**src/rtl/lsu_pkg.sv**
```systemverilog
// -----------------------------------------------------------------------------
// lsu_pkg
// Shared definitions for the data-memory load/store unit:
//   - RISC-V load/store funct3 width/sign codes
//   - FSM state encoding
//   - byte-lane enable constants
//   - helpers that decode legality, store lane enables and store data
// Optional build macro used by the LSU: LSU_RANGE_CHECK_EN (see dmem_lsu.sv).
// -----------------------------------------------------------------------------
package lsu_pkg;

    localparam int LANES = 4;

    localparam logic [2:0] F3_B  = 3'b000;
    localparam logic [2:0] F3_H  = 3'b001;
    localparam logic [2:0] F3_W  = 3'b010;
    localparam logic [2:0] F3_BU = 3'b100;
    localparam logic [2:0] F3_HU = 3'b101;

    localparam logic [LANES-1:0] BE_NONE    = 4'b0000;
    localparam logic [LANES-1:0] BE_LO_HALF = 4'b0011;
    localparam logic [LANES-1:0] BE_HI_HALF = 4'b1100;
    localparam logic [LANES-1:0] BE_WORD    = 4'b1111;

    typedef enum logic [1:0] {
        IDLE    = 2'd0,
        ACCESS  = 2'd1,
        CAPTURE = 2'd2
    } lsu_state_t;

    // Misaligned access or a funct3 that has no meaning for the direction.
    function automatic logic width_err(input logic we, input logic [2:0] f3,
                                       input logic [1:0] lo);
        logic err;
        if (we) begin
            case (f3)
                F3_B:    err = 1'b0;
                F3_H:    err = lo[0];
                F3_W:    err = |lo;
                default: err = 1'b1;
            endcase
        end else begin
            case (f3)
                F3_B, F3_BU: err = 1'b0;
                F3_H, F3_HU: err = lo[0];
                F3_W:        err = |lo;
                default:     err = 1'b1;
            endcase
        end
        return err;
    endfunction

    function automatic logic [LANES-1:0] store_lanes(input logic [2:0] f3,
                                                     input logic [1:0] lo);
        logic [LANES-1:0] be;
        case (f3)
            F3_B:    be = 4'b0001 << lo;
            F3_H:    be = lo[1] ? BE_HI_HALF : BE_LO_HALF;
            F3_W:    be = BE_WORD;
            default: be = BE_NONE;
        endcase
        return be;
    endfunction

    // Right-aligned store data replicated across every lane it could land in,
    // so the RAM only needs the byte enables to pick the right one.
    function automatic logic [31:0] store_data(input logic [2:0] f3,
                                               input logic [31:0] wdata);
        logic [31:0] d;
        case (f3)
            F3_B:    d = {4{wdata[7:0]}};
            F3_H:    d = {2{wdata[15:0]}};
            default: d = wdata;
        endcase
        return d;
    endfunction

endpackage

```
**src/rtl/dmem_lsu_if.sv**
```systemverilog
// -----------------------------------------------------------------------------
// dmem_lsu_if
// Bundles the core-side request/response handshake and the data-RAM port.
//   slave  : the LSU (takes requests, drives responses and the RAM port)
//   master : the environment (core memory stage + RAM)
// Signals: req_valid/req_ready/req_we/req_funct3/req_addr/req_wdata,
//          rsp_valid/rsp_rdata/rsp_err,
//          mem_addr/mem_wr_en/mem_wr_byte_en/mem_wr_data/mem_rd_data.
// -----------------------------------------------------------------------------
interface dmem_lsu_if #(
    parameter int ADDR_W = 10,
    parameter int XLEN   = 32
);
    logic                req_valid;
    logic                req_ready;
    logic                req_we;
    logic [2:0]          req_funct3;
    logic [31:0]         req_addr;
    logic [XLEN-1:0]     req_wdata;

    logic                rsp_valid;
    logic [XLEN-1:0]     rsp_rdata;
    logic                rsp_err;

    logic [ADDR_W-1:0]   mem_addr;
    logic                mem_wr_en;
    logic [XLEN/8-1:0]   mem_wr_byte_en;
    logic [XLEN-1:0]     mem_wr_data;
    logic [XLEN-1:0]     mem_rd_data;

    modport slave (
        input  req_valid, req_we, req_funct3, req_addr, req_wdata, mem_rd_data,
        output req_ready, rsp_valid, rsp_rdata, rsp_err,
               mem_addr, mem_wr_en, mem_wr_byte_en, mem_wr_data
    );

    modport master (
        output req_valid, req_we, req_funct3, req_addr, req_wdata, mem_rd_data,
        input  req_ready, rsp_valid, rsp_rdata, rsp_err,
               mem_addr, mem_wr_en, mem_wr_byte_en, mem_wr_data
    );
endinterface

```
**src/rtl/lsu_load_extend.sv**
```systemverilog
// -----------------------------------------------------------------------------
// lsu_load_extend
// Combinational lane select and sign/zero extension of a RAM read word.
//   rd_data [31:0] : raw RAM word
//   addr_lo [1:0]  : byte offset of the load
//   funct3  [2:0]  : load width/sign code
//   data    [31:0] : extended load value
// -----------------------------------------------------------------------------
module lsu_load_extend
    import lsu_pkg::*;
(
    input  logic [31:0] rd_data,
    input  logic [1:0]  addr_lo,
    input  logic [2:0]  funct3,
    output logic [31:0] data
);
    logic [7:0]  byte_sel;
    logic [15:0] half_sel;

    always_comb begin
        case (addr_lo)
            2'd0:    byte_sel = rd_data[7:0];
            2'd1:    byte_sel = rd_data[15:8];
            2'd2:    byte_sel = rd_data[23:16];
            default: byte_sel = rd_data[31:24];
        endcase
        half_sel = addr_lo[1] ? rd_data[31:16] : rd_data[15:0];

        case (funct3)
            F3_B:    data = {{24{byte_sel[7]}}, byte_sel};
            F3_BU:   data = {24'd0, byte_sel};
            F3_H:    data = {{16{half_sel[15]}}, half_sel};
            F3_HU:   data = {16'd0, half_sel};
            default: data = rd_data;
        endcase
    end
endmodule

```
**src/rtl/dmem_lsu.sv**
```systemverilog
// -----------------------------------------------------------------------------
// dmem_lsu
// Load/store initiator between the core memory stage and a synchronous data
// RAM with 1-cycle read latency. One transaction in flight at a time.
//   clk  : rising-edge clock
//   rstn : asynchronous active-low reset
//   bus  : dmem_lsu_if.slave (request/response handshake + RAM port)
// Timing: error response 1 cycle after accept, store response 2 cycles,
// load response 3 cycles. req_ready is high exactly in IDLE.
// Build option: define LSU_RANGE_CHECK_EN to flag addresses with any bit set
// above the RAM's byte range as errors; otherwise those bits alias away.
// -----------------------------------------------------------------------------
module dmem_lsu
    import lsu_pkg::*;
#(
    parameter int ADDR_W = 10,
    parameter int XLEN   = 32
) (
    input  logic       clk,
    input  logic       rstn,
    dmem_lsu_if.slave  bus
);
    lsu_state_t        state_q, state_d;

    logic              we_q, we_d;
    logic [2:0]        f3_q, f3_d;
    logic [1:0]        lo_q, lo_d;

    logic              rsp_valid_q, rsp_valid_d;
    logic              rsp_err_q, rsp_err_d;
    logic [XLEN-1:0]   rsp_rdata_q, rsp_rdata_d;

    logic [ADDR_W-1:0] mem_addr_q, mem_addr_d;
    logic              wr_en_q, wr_en_d;
    logic [LANES-1:0]  be_q, be_d;
    logic [XLEN-1:0]   wr_data_q, wr_data_d;

    logic              accept;
    logic              range_err;
    logic              req_err;
    logic [31:0]       load_val;

`ifdef LSU_RANGE_CHECK_EN
    assign range_err = |bus.req_addr[31:ADDR_W+2];
`else
    logic unused_hi_addr;
    assign range_err      = 1'b0;
    assign unused_hi_addr = ^bus.req_addr[31:ADDR_W+2];
`endif

    assign accept  = bus.req_valid && (state_q == IDLE);
    assign req_err = width_err(bus.req_we, bus.req_funct3, bus.req_addr[1:0])
                     || range_err;

    lsu_load_extend u_load_extend (
        .rd_data (bus.mem_rd_data),
        .addr_lo (lo_q),
        .funct3  (f3_q),
        .data    (load_val)
    );

    always_comb begin
        // NOTE: every output of this block gets a default first, so no path
        // leaves a variable unassigned and no latch is inferred.
        state_d     = state_q;
        we_d        = we_q;
        f3_d        = f3_q;
        lo_d        = lo_q;
        rsp_valid_d = 1'b0;
        rsp_err_d   = 1'b0;
        rsp_rdata_d = '0;
        mem_addr_d  = mem_addr_q;
        wr_en_d     = 1'b0;
        be_d        = BE_NONE;
        wr_data_d   = wr_data_q;

        case (state_q)
            IDLE: begin
                if (accept) begin
                    we_d = bus.req_we;
                    f3_d = bus.req_funct3;
                    lo_d = bus.req_addr[1:0];
                    if (req_err) begin
                        // Rejected in place: answer next cycle, RAM untouched.
                        rsp_valid_d = 1'b1;
                        rsp_err_d   = 1'b1;
                    end else begin
                        state_d    = ACCESS;
                        mem_addr_d = bus.req_addr[ADDR_W+1:2];
                        if (bus.req_we) begin
                            wr_en_d   = 1'b1;
                            be_d      = store_lanes(bus.req_funct3, bus.req_addr[1:0]);
                            wr_data_d = store_data(bus.req_funct3, bus.req_wdata);
                        end
                    end
                end
            end
            ACCESS: begin
                if (we_q) begin
                    state_d     = IDLE;
                    rsp_valid_d = 1'b1;
                end else begin
                    state_d = CAPTURE;
                end
            end
            CAPTURE: begin
                state_d     = IDLE;
                rsp_valid_d = 1'b1;
                rsp_rdata_d = load_val;
            end
            default: state_d = IDLE;
        endcase
    end

    always_ff @(posedge clk or negedge rstn) begin
        // NOTE: non-blocking assignments so every register samples the values
        // from before this edge, independent of statement order.
        if (!rstn) begin
            state_q     <= IDLE;
            we_q        <= 1'b0;
            f3_q        <= 3'd0;
            lo_q        <= 2'd0;
            rsp_valid_q <= 1'b0;
            rsp_err_q   <= 1'b0;
            rsp_rdata_q <= '0;
            mem_addr_q  <= '0;
            wr_en_q     <= 1'b0;
            be_q        <= BE_NONE;
            wr_data_q   <= '0;
        end else begin
            state_q     <= state_d;
            we_q        <= we_d;
            f3_q        <= f3_d;
            lo_q        <= lo_d;
            rsp_valid_q <= rsp_valid_d;
            rsp_err_q   <= rsp_err_d;
            rsp_rdata_q <= rsp_rdata_d;
            mem_addr_q  <= mem_addr_d;
            wr_en_q     <= wr_en_d;
            be_q        <= be_d;
            wr_data_q   <= wr_data_d;
        end
    end

    assign bus.req_ready      = (state_q == IDLE);
    assign bus.rsp_valid      = rsp_valid_q;
    assign bus.rsp_err        = rsp_err_q;
    assign bus.rsp_rdata      = rsp_rdata_q;
    assign bus.mem_addr       = mem_addr_q;
    assign bus.mem_wr_en      = wr_en_q;
    assign bus.mem_wr_byte_en = be_q;
    assign bus.mem_wr_data    = wr_data_q;

endmodule

```
**src/flat_wrapper.sv**
```systemverilog
// flat-port wrapper written by rule: the top's interface ports become plain ports
module dmem_lsu_flat import lsu_pkg::*;
#(
    parameter int ADDR_W = 10,
    parameter int XLEN   = 32
)
  (clk, rstn, bus_req_valid, bus_req_we, bus_req_funct3, bus_req_addr, bus_req_wdata, bus_mem_rd_data, bus_req_ready, bus_rsp_valid, bus_rsp_rdata, bus_rsp_err, bus_mem_addr, bus_mem_wr_en, bus_mem_wr_byte_en, bus_mem_wr_data);
  dmem_lsu_if #(.ADDR_W(ADDR_W), .XLEN(XLEN)) bus_i ();
  input  logic clk;
  input  logic rstn;
  input wire logic [$bits(bus_i.req_valid)-1:0] bus_req_valid;
  input wire logic [$bits(bus_i.req_we)-1:0] bus_req_we;
  input wire logic [$bits(bus_i.req_funct3)-1:0] bus_req_funct3;
  input wire logic [$bits(bus_i.req_addr)-1:0] bus_req_addr;
  input wire logic [$bits(bus_i.req_wdata)-1:0] bus_req_wdata;
  input wire logic [$bits(bus_i.mem_rd_data)-1:0] bus_mem_rd_data;
  output wire logic [$bits(bus_i.req_ready)-1:0] bus_req_ready;
  output wire logic [$bits(bus_i.rsp_valid)-1:0] bus_rsp_valid;
  output wire logic [$bits(bus_i.rsp_rdata)-1:0] bus_rsp_rdata;
  output wire logic [$bits(bus_i.rsp_err)-1:0] bus_rsp_err;
  output wire logic [$bits(bus_i.mem_addr)-1:0] bus_mem_addr;
  output wire logic [$bits(bus_i.mem_wr_en)-1:0] bus_mem_wr_en;
  output wire logic [$bits(bus_i.mem_wr_byte_en)-1:0] bus_mem_wr_byte_en;
  output wire logic [$bits(bus_i.mem_wr_data)-1:0] bus_mem_wr_data;
  assign bus_i.req_valid = bus_req_valid;
  assign bus_i.req_we = bus_req_we;
  assign bus_i.req_funct3 = bus_req_funct3;
  assign bus_i.req_addr = bus_req_addr;
  assign bus_i.req_wdata = bus_req_wdata;
  assign bus_i.mem_rd_data = bus_mem_rd_data;
  assign bus_req_ready = bus_i.req_ready;
  assign bus_rsp_valid = bus_i.rsp_valid;
  assign bus_rsp_rdata = bus_i.rsp_rdata;
  assign bus_rsp_err = bus_i.rsp_err;
  assign bus_mem_addr = bus_i.mem_addr;
  assign bus_mem_wr_en = bus_i.mem_wr_en;
  assign bus_mem_wr_byte_en = bus_i.mem_wr_byte_en;
  assign bus_mem_wr_data = bus_i.mem_wr_data;
  dmem_lsu #(.ADDR_W(ADDR_W), .XLEN(XLEN)) u_core (.clk(clk), .rstn(rstn), .bus(bus_i));
endmodule
```
**config.mk**
```make
export PLATFORM = sky130hd
export DESIGN_NAME = dmem_lsu_flat
export DESIGN_NICKNAME = d
export VERILOG_FILES = /design/src/rtl/lsu_pkg.sv /design/src/rtl/dmem_lsu_if.sv /design/src/rtl/lsu_load_extend.sv /design/src/rtl/dmem_lsu.sv /design/src/flat_wrapper.sv
export SDC_FILE = /design/constraint.sdc
export NUM_CORES = 1
export LEC_CHECK = 0
export ABC_AREA = 1
export ABC_CLOCK_PERIOD_IN_PS = 2600
export BUFFER_PORTS_ARGS = -buffer_cell sky130_fd_sc_hd__buf_2
export CORE_UTILIZATION = 51
export CTS_CLUSTER_DIAMETER = 120
export DETAILED_ROUTE_END_ITERATION = 6
export PLACE_DENSITY = 0.83
export SLEW_MARGIN = 20
export SYNTH_ARGS = -nofsm -noshare
export SYNTH_HDL_FRONTEND = slang
export SYNTH_SLANG_ARGS = --single-unit
export TNS_END_PERCENT = 10
```
**constraint.sdc**
```tcl
create_clock -name clk -period 2.6 [get_ports clk]
set_input_delay 0.78 -clock clk [delete_from_list [all_inputs] [get_ports clk]]
set_output_delay 0.78 -clock clk [all_outputs]
set_load 0.02 [all_outputs]
```
Word level (Yosys, flattened, before mapping):

Index checks and enable logic that the tools add are counted.

* register bits after elaboration: 89
* input bits: 103
* output and inout bits: 82
* logic and storage cells: 65

* equal/unequal tests: 13
* shift operators: 1
* muxes and demuxes: 27
* bitwise operators: 1
* reductions and logical operators: 12

Operators with widths (count)
* $pmux 32 s4: 1
* $pmux 32 s2: 1
* $mux 32: 1
* $pmux 8 s3: 1
* $mux 4: 5
* $mux 16: 1
* $eq 3x3->1 const B: 4
* $pmux 4 s3: 1
* $mux 1: 9
* $pmux 1 s3: 3
* $eq 3x1->1 const B: 2
* $logic_not 3->1: 2
* $mux 2: 3
* $reduce_or 2->1: 3
* $eq 2x1->1 const B: 2
* $eq 2x2->1 const B: 2
* $logic_not 2->1: 2
* $pmux 2 s2: 1
* $reduce_and 2->1: 2
* $reduce_and 4->1: 1
* $shl 1x2->4 const A: 1
* $eq 3x2->1 const B: 1
* $reduce_and 3->1: 1
* $ne 2x1->1 const B: 1
* 3 further kinds: 3

Depth between registers and ports, before layout:

* depth after elaboration: 7
* gate-level depth with buffers: 10
* depth with buffers taken out: 8

Cells and area by module:

From an unflattened synthesis, not the netlist that was laid out.

* cell total of the unflattened synthesis: 618
* area, all modules: 4564.4 um^2

Modules (own cells, without submodules)
* dmem_lsu: instances 1, cells each 426, area an instance 3668.5 um^2
* lsu_load_extend: instances 1, cells each 192, area an instance 895.9 um^2

Worst setup path before layout:

Ideal clock, no wire load.

* path type: input to register
* start: in bus_req_funct3[1]
* end: reg u_core.mem_addr_q[0], in the netlist u_core.bus.mem_addr[0]
* arrival time: 1.681 ns
* path slack: 0.802 ns
* stages on the path: 8
* cells stage by stage: buf_2 -> nor2_4 -> nand3_2 -> nand3_1 -> nand2_1 -> buf_2 -> nand3_1 -> nand2_1

* longest elaborated chain between the ends: 6

Ends and longest elaborated chain
* start, declared: RTL line flat_wrapper.sv:13 `input wire logic [$bits(bus_i.req_funct3)-1:0] bus_req_funct3;`
* $eq 3x3->1 (tied with other cells): RTL line lsu_pkg.sv:43 `case (f3)`
* $reduce_or 2->1: RTL line lsu_pkg.sv:43
* $pmux 1 s3: RTL line lsu_pkg.sv:43
* $mux 1 (*): RTL line lsu_pkg.sv:35 `if (we) begin`
* $not 1->1 (no line) (*)
* $reduce_and 3->1 (no line) (*)
* end signal, assigned: RTL line dmem_lsu.sv:138 `mem_addr_q <= mem_addr_d;`
* end, declared: RTL line dmem_lsu.sv:33 `logic [ADDR_W-1:0] mem_addr_q, mem_addr_d;`

Every way passes the cells marked *; elsewhere a longest branch is shown, timed or not.
A chain may end at the register's enable or synchronous reset.

Final worst setup path:

* start: reg u_core.lo_q[1]
* end: reg u_core.rsp_rdata_q[24], in the netlist u_core.bus.rsp_rdata[24]

* longest elaborated chain between the ends: 4

Ends and longest elaborated chain
* start, declared: RTL line dmem_lsu.sv:27 `logic [1:0] lo_q, lo_d;`
* start signal, assigned: RTL line dmem_lsu.sv:134 `lo_q <= lo_d;`
* $eq 2x2->1 (tied with other cells): RTL line lsu_load_extend.sv:21 `case (addr_lo)`
* $pmux 8 s3: RTL line lsu_load_extend.sv:21
* $pmux 32 s4 (*): RTL line lsu_load_extend.sv:29 `case (funct3)`
* $mux 32 (*): RTL line dmem_lsu.sv:77 `case (state_q)`
* named net u_core.rsp_rdata_d[24]: RTL line dmem_lsu.sv:31 `logic [XLEN-1:0] rsp_rdata_q, rsp_rdata_d;`
* end signal, assigned: RTL line dmem_lsu.sv:137 `rsp_rdata_q <= rsp_rdata_d;`
* end, declared: RTL line dmem_lsu.sv:31

The timed path passes the listed nets; every way through them passes the cells marked *.

==> out/results.txt <==
# fillers -> 685
Clk_skew -> 8.82 ps
Hold Path Class -> primary input to asynchronous set/reset pin
1st-iter DRT viols -> 173
Post-synthesis sequential area ratio -> 53.7%
Die width -> 92.2 µm
CTS sink count -> 89
Least-Margin Pin Slew -> 442 ps
Slew Viols, Final -> 0
Slew HR -> 70.6%
Die Y -> 92.2 µm
Crit-path max cell delay -> 620 ps
Req. time, crit path -> 2880 ps
Logic pwr share -> 28.7%
ANT cells -> 0
Layout cell share with drive strength beyond 1 -> 32.5%
Setup TNS -> 0 ps
Clk pwr share -> 27.1%
Setup crit start -> u_core.lo_q[1]
Final-report setup violation count -> 0
Reg power frac -> 44.2%
Clock root buffer -> clkbuf_8
Gr usage total -> 26.1%
Crit Path Max Fanout -> 16
Status -> complete, no violations
Iteration count of the initial detailed-routing pass -> 4
Clk slew on worst S/H paths -> 90 ps
Total power divided by cell area -> 756 nW/µm²
Post-synth EDFFs -> 0
Finished Core Util -> 67.0%
Worst-Skew Late Latency -> 360 ps
Grt ovf -> 0
Postcts setup bufs -> 0
Mapped Area -> 4150 µm²
Max Cap Viol -> 0
Placer Congestion -> 0.917
Initial antenna violation count -> 0
Tmin final -> 1920 ps
Startpoint types -> flip-flop
CORE AREA -> 7810 µm²
Via count -> 3974
Internal Power -> 2.58 mW
CP dominant cell by count -> nand2_2
Die Area -> 8490 µm²
Leak -> 3.08 nW
RSZ-0062 raised after global routing -> no
HPWL Detailed -> 7890 µm
Yosys warns -> 0
Peak VDD IR -> 0.000382 V
Row Count -> 32
Syn Area/Cell -> 8.11 µm²
Port bufs -> 164
Fin. Hold Viols -> 0
Largest delay share family, worst path -> simple AND/OR/NAND/NOR gates
Post-CTS sizing -> 0
Post-DRT Antenna Nets -> 0
I/O pins -> 185
Post-Syn Nets -> 614
Flip-flop and latch area -> 2230 µm²
DRC errors left -> 0
Critical-path top delay cell -> dfrtp_1
Post-Syn Instances -> 511
Cell Chain, Critical Path -> inv_2, nand2_1, nand3_1, nand2_2, nand3_4, nand3_2, nand2_2, nor2_2
Vias/cell -> 5.13
Multi-input logic area -> 1630 µm²
Setup CP Type -> flip-flop to flip-flop
Area Growth Syn to Fin -> 26.1%
Final Cycle Share -> 74.0%
Primary FF master, synth -> dfrtp_1
Worst EP arrival -> 2210 ps
Routed len/inst -> 13.8 µm
First-pass GRT wire length -> 17300 µm
Yosys reg bits -> 89
Initial Utilization -> 53.1%
Worst setup EP type -> flip-flop
P_sw -> 1.38 mW
Fmax -> 0.520 GHz
Routed wire length -> 10700 µm
Total number of H-tree levels -> 3
Largest net degree at the start of global routing -> 58
Async set-reset flop share out of synthesis -> 100%
Net Sw Frac -> 34.9%
CTS tree -> built
Synth unique cells -> 31
Nets -> 772
Clk buf depth -> 2
Vias in the first global route -> 3763
Reg2Reg Launch Point -> u_core.lo_q[1]
CTS Hold Bufs -> 0
Num CTS Buffers -> 9
CP bufs+invs -> 1
cell usage in the layout (no fill, tap or decap), types with 2 or more instances in the layout:
| cell type | instances |
|---|---|
| a211oi_1 | 2 |
| a21oi_1 | 17 |
| a31oi_1 | 4 |
| buf_2 | 163 |
| buf_4 | 5 |
| bufinv_16 | 2 |
| clkbuf_8 | 11 |
| dfrtp_1 | 89 |
| inv_1 | 31 |
| inv_2 | 6 |
| nand2_1 | 180 |
| nand2_2 | 5 |
| nand3_1 | 27 |
| nand3_2 | 3 |
| nor2_1 | 50 |
| nor2_2 | 12 |
| nor3_1 | 3 |
| o21a_1 | 2 |
| o21ai_0 | 31 |
| o21ai_1 | 14 |
| o221ai_1 | 2 |
| or2_2 | 3 |
kinds of logic (layout without fill, tap and decap cells):
logic type             Yosys count  after routing  share of synthesized area, %
AND/OR/NAND/NOR                287            287                          29.6
flip-flops                      89             89                          53.7
buffers and inverters           61            223                          7.06
AO/OA/AOI/OAI                   74             74                          9.66
metrics by stage:
step	hold slack, ps	cell area, µm²	setup WS [ps]	power, mW	std cells
finish	349	5230	675	3.95	775
global route	362	5230	512	4.18	775
CTS	348	5230	687	3.98	775
detailed placement	443	5000	290	2.91	760
global placement	445	5000	367	2.88	760
floorplan	422	4150	802	2.49	511
power groups by stage:
stage | registers, mW | logic [mW] | clock network (mW)
after global placement | 1.76 | 1.11 | 0
after detailed placement | 1.77 | 1.14 | 0
after CTS | 1.75 | 1.14 | 1.10
final | 1.75 | 1.13 | 1.07
after global routing | 1.77 | 1.25 | 1.16
after floorplan | 2.00 | 0.484 | 0
state kept, by name, indices dropped and copies added (netlist names):
register / flops
u_core.lo_q: 2
u_core.bus.rsp_valid: 1
u_core.f3_q: 3
u_core.bus.mem_addr: 10
u_core.bus.mem_wr_en: 1
u_core.state_q: 2
u_core.bus.rsp_rdata: 32
u_core.bus.rsp_err: 1
u_core.bus.mem_wr_data: 32
u_core.bus.mem_wr_byte_en: 4
u_core.we_q: 1
routing by layer:
metal  track usage (%)  part of all wire, %  vias to the layer above
met3              6.47                  8.9                       26
met5                 0                    0                        -
li1                  -                    -                     1920
met2              42.2                   47                      215
met4              10.3                  2.4                        0
met1              33.6                   41                     1813
worst paths after layout:
path / to / slack (ps) / cells after the start
max reg2reg: u_core.bus.rsp_rdata[24] / 680 / 8
min reg2reg: u_core.state_q[1] / 440 / 1
min: u_core.bus.rsp_rdata[2] / 350 / 1
max: u_core.bus.rsp_rdata[24] / 680 / 8
max in group asynchronous: u_core.bus.mem_addr[9] / 1610 / 2
min in group clk: u_core.state_q[1] / 440 / 1
layout make-up:
type / count / share of cell area (%)
well taps: 102 / 2.44
flip-flops and latches: 89 / 42.6
clock buffers: 11 / 2.90
inverters: 39 / 2.82
clock inverters: 4 / 1.46
multi-input cells: 361 / 31.1
repair buffers: 169 / 16.7
synthesized netlist by cell type, drive strengths merged (3+ instances only):
| library cell | instances | area share [%] |
|---|---|---|
| nand2 | 185 | 17 |
| dfrtp | 89 | 54 |
| nor2 | 63 | 6.6 |
| o21ai | 46 | 5.6 |
| inv | 37 | 3.4 |
| nand3 | 31 | 4.4 |
| a21oi | 18 | 2.3 |
| buf | 18 | 3.1 |
| a31oi | 4 | 0.60 |
| clkbuf | 4 | 0.36 |
| nor3 | 3 | 0.36 |
| or2 | 3 | 0.45 |
Power figures use the tool's default switching activity.
